**src/rtl/fetch_redirect_controller_pkg.sv**
```systemverilog
`default_nettype none
// ============================================================================
// Module      : fetch_redirect_controller_pkg
// Description : Shared types for the fetch redirect controller: the machine
//               word, the boot address and the redirect-kind encoding.
// Revision    : 1.0  initial release
// ============================================================================
package fetch_redirect_controller_pkg;

  typedef logic [31:0] word;

  localparam word BOOT_ADDRESS = 32'h0000_0000;

  // Encoded so that a numerically larger kind always wins arbitration.
  typedef enum logic [1:0] {
    NONE = 2'd0,
    JAL  = 2'd1,
    EXEC = 2'd2,
    TRAP = 2'd3
  } redirect_kind_t;

  // Highest-priority kind among the raw request lines.
  function automatic redirect_kind_t highest_kind(input logic trap,
                                                  input logic exec,
                                                  input logic jal);
    if (trap)      return TRAP;
    else if (exec) return EXEC;
    else if (jal)  return JAL;
    else           return NONE;
  endfunction

endpackage
`default_nettype wire

```
**src/rtl/fetch_redirect_controller_slot.sv**
```systemverilog
`default_nettype none
// ============================================================================
// Module      : redirect_slot
// Description : One-entry holding register for a redirect. A load is taken
//               only when it outranks what the slot already holds; clear
//               empties the slot first so a same-cycle load always lands.
// Revision    : 1.0  initial release
// ============================================================================
module redirect_slot
  import fetch_redirect_controller_pkg::*;
(
  input  logic           clock,
  input  logic           reset_n,
  input  logic           clear,
  input  redirect_kind_t load_kind,
  input  word            load_value,
  output redirect_kind_t kind,
  output word            value,
  output logic           valid
);

  redirect_kind_t base_kind;

  // Contents the incoming load competes against after an optional clear.
  always_comb begin
    base_kind = clear ? NONE : kind;
  end

  // Priority-overwrite storage.
  always_ff @(posedge clock or negedge reset_n) begin
    if (!reset_n) begin
      kind  <= NONE;
      value <= BOOT_ADDRESS;
    end else if (load_kind > base_kind) begin
      kind  <= load_kind;
      value <= load_value;
    end else begin
      kind  <= base_kind;
    end
  end

  assign valid = (kind != NONE);

endmodule
`default_nettype wire

```
**src/rtl/fetch_redirect_controller.sv**
```systemverilog
`default_nettype none
// ============================================================================
// Module      : fetch_redirect_controller
// Description : Arbitrates decode/execute/trap redirects, holds fetch on
//               cache misses and hazards, drives the PC controls and the
//               wrong-path flush mask.
// Revision    : 1.0  initial release
// ============================================================================
module fetch_redirect_controller
  import fetch_redirect_controller_pkg::*;
#(
  parameter int FLUSH_CYCLES = 2,
  parameter int NUM_STAGES   = 7,
  parameter int EX_STAGE     = 4
) (
  input  logic                  clock,
  input  logic                  reset_n,
  input  logic                  icache_ready,
  input  logic                  decode_hazard,
  input  logic                  dec_jal,
  input  word                   dec_jal_offset,
  input  logic                  ex_redirect,
  input  word                   ex_target,
  input  logic                  trap_req,
  input  word                   trap_vector,
  output logic                  pc_stall,
  output logic                  pc_jump,
  output logic                  pc_jalr,
  output word                   pc_jump_offset,
  output logic [NUM_STAGES-1:0] flush_mask,
  output logic                  busy
);

  typedef enum logic [2:0] {
    BOOT      = 3'd0,
    RUN       = 3'd1,
    MISS_WAIT = 3'd2,
    REDIRECT  = 3'd3,
    FLUSH     = 3'd4
  } state_t;

  localparam int CNT_W = (FLUSH_CYCLES > 1) ? $clog2(FLUSH_CYCLES) : 1;
  localparam logic [CNT_W-1:0]      CNT_LOAD = CNT_W'(FLUSH_CYCLES - 1);
  localparam logic [NUM_STAGES-1:0] JAL_MASK = NUM_STAGES'(2'b11);
  localparam logic [NUM_STAGES-1:0] EX_MASK  = NUM_STAGES'((64'd1 << EX_STAGE) - 64'd1);

  state_t state, state_next;
  logic [CNT_W-1:0] cnt, cnt_next;

  redirect_kind_t req_kind, merged_kind;
  word            req_value, merged_value;

  redirect_kind_t cap_kind, cap_load_kind, pend_kind, pend_load_kind;
  word            cap_value, cap_load_value, pend_value, pend_load_value;
  logic           cap_valid, pend_valid, cap_clear, pend_clear;
  logic [NUM_STAGES-1:0] kind_mask;

  // Pick the single winning request this cycle; a JAL under a hazard is not a request.
  always_comb begin
    req_kind = highest_kind(trap_req, ex_redirect, dec_jal & ~decode_hazard);
    unique case (req_kind)
      TRAP:    req_value = trap_vector;
      EXEC:    req_value = ex_target;
      JAL:     req_value = dec_jal_offset;
      default: req_value = '0;
    endcase
  end

  // A request arriving on the cycle the miss resolves competes with the pending one.
  always_comb begin
    if (req_kind > pend_kind) begin
      merged_kind  = req_kind;
      merged_value = req_value;
    end else begin
      merged_kind  = pend_kind;
      merged_value = pend_value;
    end
  end

  // Flush extent follows the kind of the redirect being issued.
  always_comb begin
    if (!cap_valid)            kind_mask = '0;
    else if (cap_kind == JAL)  kind_mask = JAL_MASK;
    else                       kind_mask = EX_MASK;
  end

  redirect_slot u_capture (
    .clock      (clock),
    .reset_n    (reset_n),
    .clear      (cap_clear),
    .load_kind  (cap_load_kind),
    .load_value (cap_load_value),
    .kind       (cap_kind),
    .value      (cap_value),
    .valid      (cap_valid)
  );

  redirect_slot u_pending (
    .clock      (clock),
    .reset_n    (reset_n),
    .clear      (pend_clear),
    .load_kind  (pend_load_kind),
    .load_value (pend_load_value),
    .kind       (pend_kind),
    .value      (pend_value),
    .valid      (pend_valid)
  );

  // State and flush counter registers.
  always_ff @(posedge clock or negedge reset_n) begin
    if (!reset_n) begin
      state <= BOOT;
      cnt   <= '0;
    end else begin
      state <= state_next;
      cnt   <= cnt_next;
    end
  end

  // Next-state, slot control and PC outputs.
  always_comb begin
    state_next      = state;
    cnt_next        = cnt;
    cap_clear       = 1'b0;
    cap_load_kind   = NONE;
    cap_load_value  = '0;
    pend_clear      = 1'b0;
    pend_load_kind  = NONE;
    pend_load_value = '0;
    pc_stall        = 1'b0;
    pc_jump         = 1'b0;
    pc_jalr         = 1'b0;
    pc_jump_offset  = '0;
    flush_mask      = '0;

    unique case (state)
      BOOT: begin
        pc_stall   = 1'b1;
        state_next = RUN;
      end
      RUN: begin
        pc_stall = decode_hazard | ~icache_ready;
        if (req_kind != NONE) begin
          cap_clear      = 1'b1;
          cap_load_kind  = req_kind;
          cap_load_value = req_value;
          state_next     = REDIRECT;
        end else if (!icache_ready) begin
          state_next = MISS_WAIT;
        end
      end
      MISS_WAIT: begin
        pc_stall = 1'b1;
        if (icache_ready) begin
          pend_clear = 1'b1;
          if (pend_valid || (merged_kind != NONE)) begin
            cap_clear      = 1'b1;
            cap_load_kind  = merged_kind;
            cap_load_value = merged_value;
            state_next     = REDIRECT;
          end else begin
            state_next = RUN;
          end
        end else begin
          pend_load_kind  = req_kind;
          pend_load_value = req_value;
        end
      end
      REDIRECT: begin
        pc_jump        = (cap_kind == JAL);
        pc_jalr        = (cap_kind == EXEC) || (cap_kind == TRAP);
        pc_jump_offset = cap_value;
        flush_mask     = kind_mask;
        if (FLUSH_CYCLES > 1) begin
          cnt_next   = CNT_LOAD;
          state_next = FLUSH;
        end else begin
          state_next = RUN;
        end
      end
      FLUSH: begin
        flush_mask = kind_mask;
        pc_stall   = ~icache_ready;
        if (trap_req) begin
          // Traps are never wrong-path; re-issue immediately.
          cap_clear      = 1'b1;
          cap_load_kind  = TRAP;
          cap_load_value = trap_vector;
          cnt_next       = '0;
          state_next     = REDIRECT;
        end else if (cnt <= CNT_W'(1)) begin
          cnt_next   = '0;
          state_next = RUN;
        end else begin
          cnt_next = cnt - 1'b1;
        end
      end
      default: begin
        state_next = BOOT;
      end
    endcase
  end

  assign busy = (state != RUN);

endmodule
`default_nettype wire
```
**config.mk**
```make
export PLATFORM = sky130hd
export DESIGN_NAME = fetch_redirect_controller
export DESIGN_NICKNAME = d
export VERILOG_FILES = /design/src/rtl/fetch_redirect_controller_pkg.sv /design/src/rtl/fetch_redirect_controller_slot.sv /design/src/rtl/fetch_redirect_controller.sv
export SDC_FILE = /design/constraint.sdc
export NUM_CORES = 1
export LEC_CHECK = 0
export ABC_CLOCK_PERIOD_IN_PS = 3300
export BUFFER_PORTS_ARGS = -buffer_cell sky130_fd_sc_hd__clkbuf_2
export CAP_MARGIN = 20
export CELL_PAD_IN_SITES_DETAIL_PLACEMENT = 1
export CELL_PAD_IN_SITES_GLOBAL_PLACEMENT = 1
export CORE_ASPECT_RATIO = 1.4
export CORE_MARGIN = 3
export CORE_UTILIZATION = 37
export DETAILED_ROUTE_END_ITERATION = 8
export PLACE_DENSITY_LB_ADDON = 0.2
export SYNTH_ARGS = -nofsm -noshare
export SYNTH_HDL_FRONTEND = slang
export SYNTH_HIERARCHICAL = 1
export SYNTH_SLANG_ARGS = --single-unit
export TNS_END_PERCENT = 5
```
**constraint.sdc**
```tcl
create_clock -name clock -period 3.3 [get_ports clock]
set_clock_uncertainty 0.1 [all_clocks]
set_input_delay 0.33 -clock clock [delete_from_list [all_inputs] [get_ports clock]]
set_output_delay 0.33 -clock clock [all_outputs]
set_load 0.02 [all_outputs]
```
==> reports/metrics.cfg <==
[worst_setup_path]
crit_type=flop to flop
cp.arrival_ps=3260
required_ps=3420
startpoint_type=flop
startpoint=u_pending/kind[1]
rr_startpoint=u_pending/kind[1]
crit_fanout=24
end_kind=flop

[timing]
slew_headroom_pct=34.9
whs_ps=17.6
worst_pin_slew_ps=972
fin_crit_ps=3140
rsz0062_at_grt=false
max_freq_ghz=0.319
fin_setup_tns_ps=0
drv_slew=0
setup_violations=0
hold_viol=0
post-route-period-util_pct=95.1

[cells_and_area]
multi_input_area_mm2=0.00333
drive_gt1_share_pct=52.4
n_antenna_cell=0
fill_cells=1629
nets=760
area_growth_syn_to_layout_pct=22.2
regArea_mm2=0.00178
instances_no_fill=838

[placement]
dpl.cell_count=822
place.gp.congestion=0.813
portBuffers=142
dp_hpwl_um=11900

[floorplanning]
core_mm2=0.0142
rows=51
die-area_mm2=0.0162
start_util_pct=38.4
die_w_um=108
ioPinCount=146
die_y_um=149

[detailed_routing]
drt_iter0_drc=180
drt_wl_total_um=16400
dr.pass1.iters=4
vias=4538
viasPerCell=5.42
ant_nets=0
drcViolationCount=0
wl_per_cell_um=19.6

[run]
maxCapViolations=0

[clocking]
clkSinkCount=71
htree_levels=3
root_buffer=clkbuf_16
cts_hold_buf=0
cts_buffers=9
path_clk_slew_ps=60
clockBufferDepth=2
cts_tree=built
cts_setup_buffers=0
cts_resized=0
clkLatencyLatePin_ps=340

[synthesis]
yosysUniqueCellTypes=44
synth_compound_area_share_pct=24.5
synth_area_per_cell_um2=10.5
synthAdderAreaFrac_pct=2.07
synth-seq-area-share_pct=32.7
synthesis.area_mm2=0.00544
ys_warn_count=6
synthSimpleGateAreaFrac_pct=19.0
netlist_instances=519
synth_xor_area_share_pct=0.161
synth.area.mux_share_pct=13.9
ys_seq_elements=71
synth_top_family_by_area=compound AO/OA/AOI/OAI gates

[power]
p_total_mw=5.84
leakage_nw=3.32
peakVddDrop_v=0.000549
cellPowerDensity_mw_per_mm2=879

[global_routing]
grt_max_degree=72
grt_pass1_vias=5147
use_met1_pct=23.8
grt.busiest_layer=met2
overflow=0
grt_util_met3_pct=2.37
use_met2_pct=40.5
antenna_found_initial=0
grt_pass1_wl_um=26500
track_usage_pct=21.1

[min_path]
hold_path.class=input port to async pin

[run_status]
status=finished, final reports clean

-- cells in the final DEF, fill, tap and decap left out, types with 4 or more instances in the layout --
master and count:
a221o_1 6, nor2_1 67, inv_1 19, o41ai_2 28
a222oi_1 4, nand2_1 4, clkbuf_16 9, and3_1 5
dfrtp_1 71, a22oi_2 20, a221o_2 26, clkbuf_2 141
ha_1 7, nor2b_1 30, buf_4 24, mux2_2 66
a22oi_1 8, and2_1 60
-- power breakdown --
part           internal, mW  switching [mW]
sequential             1.12           0.156
clock                 0.703           0.383
combinational          1.52            1.96
-- critical path, cell delays in order, from the launching register on --
cell	delay, ps
dfrtp_1	400
inv_1	140
ha_4	220
nor2b_4	130
o21ai_4	200
mux2_4	330
o211ai_1	220
nor2b_1	110
ha_1	300
inv_1	70
o22ai_4	200
buf_12	220
mux2_2	360
-- cells by family (layout without fill, tap and decap cells) --
logic type | Yosys count | in the layout
AND/OR/NAND/NOR | 186 | 186
adder cells (fa/ha/maj) | 9 | 9
XOR/XNOR | 1 | 1
AO/OA/AOI/OAI | 115 | 115
buffers and inverters | 69 | 201
multiplexers | 67 | 67
flip-flops | 71 | 71
other | 1 | 3
-- routing by layer --
metal	routed length, µm	up-vias
met1	6590	2280
li1	-	2137
met3	469	18
met4	231	0
met2	9150	103
met5	0	-
-- through the flow --
step | utilization (%) | setup WS [ps] | cell area (µm²)
global route | 46.9 | 7.72 | 6650
detailed placement | 44.6 | -88.7 | 6310
finish | 46.9 | 162 | 6650
global placement | 44.6 | 104 | 6310
CTS | 46.9 | 141 | 6650
floorplan | - | 8.81 | 5500
-- worst paths after layout --
| kind | cells after the start | end | slack [ps] |
|---|---|---|---|
| min in group clock | 3 | state[0] | 310 |
| hold reg to reg | 1 | u_capture/value[19] | 400 |
| max in group asynchronous | 1 | u_capture/value[27] | 2450 |
| hold / removal | 1 | state[0] | 20 |
| setup reg to reg | 12 | u_capture/value[17] | 160 |
| setup / recovery | 12 | u_capture/value[17] | 160 |
-- flip-flops by register name, summed over array words and instances, names as in the netlist --
name,count
u_capture/value,32
u_pending/value,32
state,3
u_capture/kind,2
u_pending/kind,2
-- synth_stat cells (all sizes together) --
cell type	number	area share, %
a21boi	2	0.28
a21oi	3	0.28
a221o	32	6.5
a222oi	4	0.74
a22oi	28	5.7
and2	60	6.9
and2b	1	0.14
and3	5	0.58
buf	37	5.5
clkbuf	13	0.90
conb	1	0.069
dfrtp	71	33
ha	9	2.1
inv	19	1.3
mux2	67	14
nand2	5	0.39
nand2b	3	0.35
nor2	68	4.7
nor2b	32	3.7
nor3	2	0.18
nor3b	5	1.2
nor4b	2	0.60
o211a	1	0.18
o211ai	1	0.14
o21a	4	0.55
o21ai	4	0.37
o22ai	5	0.81
o2bb2ai	1	0.16
o311ai	1	0.16
o31ai	1	0.23
o41ai	28	8.4
or2	3	0.35
xnor2	1	0.16
-- area by class of cell --
type,instances,share of cell area (%)
clock buffers,11,3.80
clock inverters,5,1.19
inverters,19,1.07
multi-input cells,381,50.1
flip-flops and latches,71,26.7
well taps,185,3.48
repair buffers,166,13.6
(Power assumes the default switching activity.)
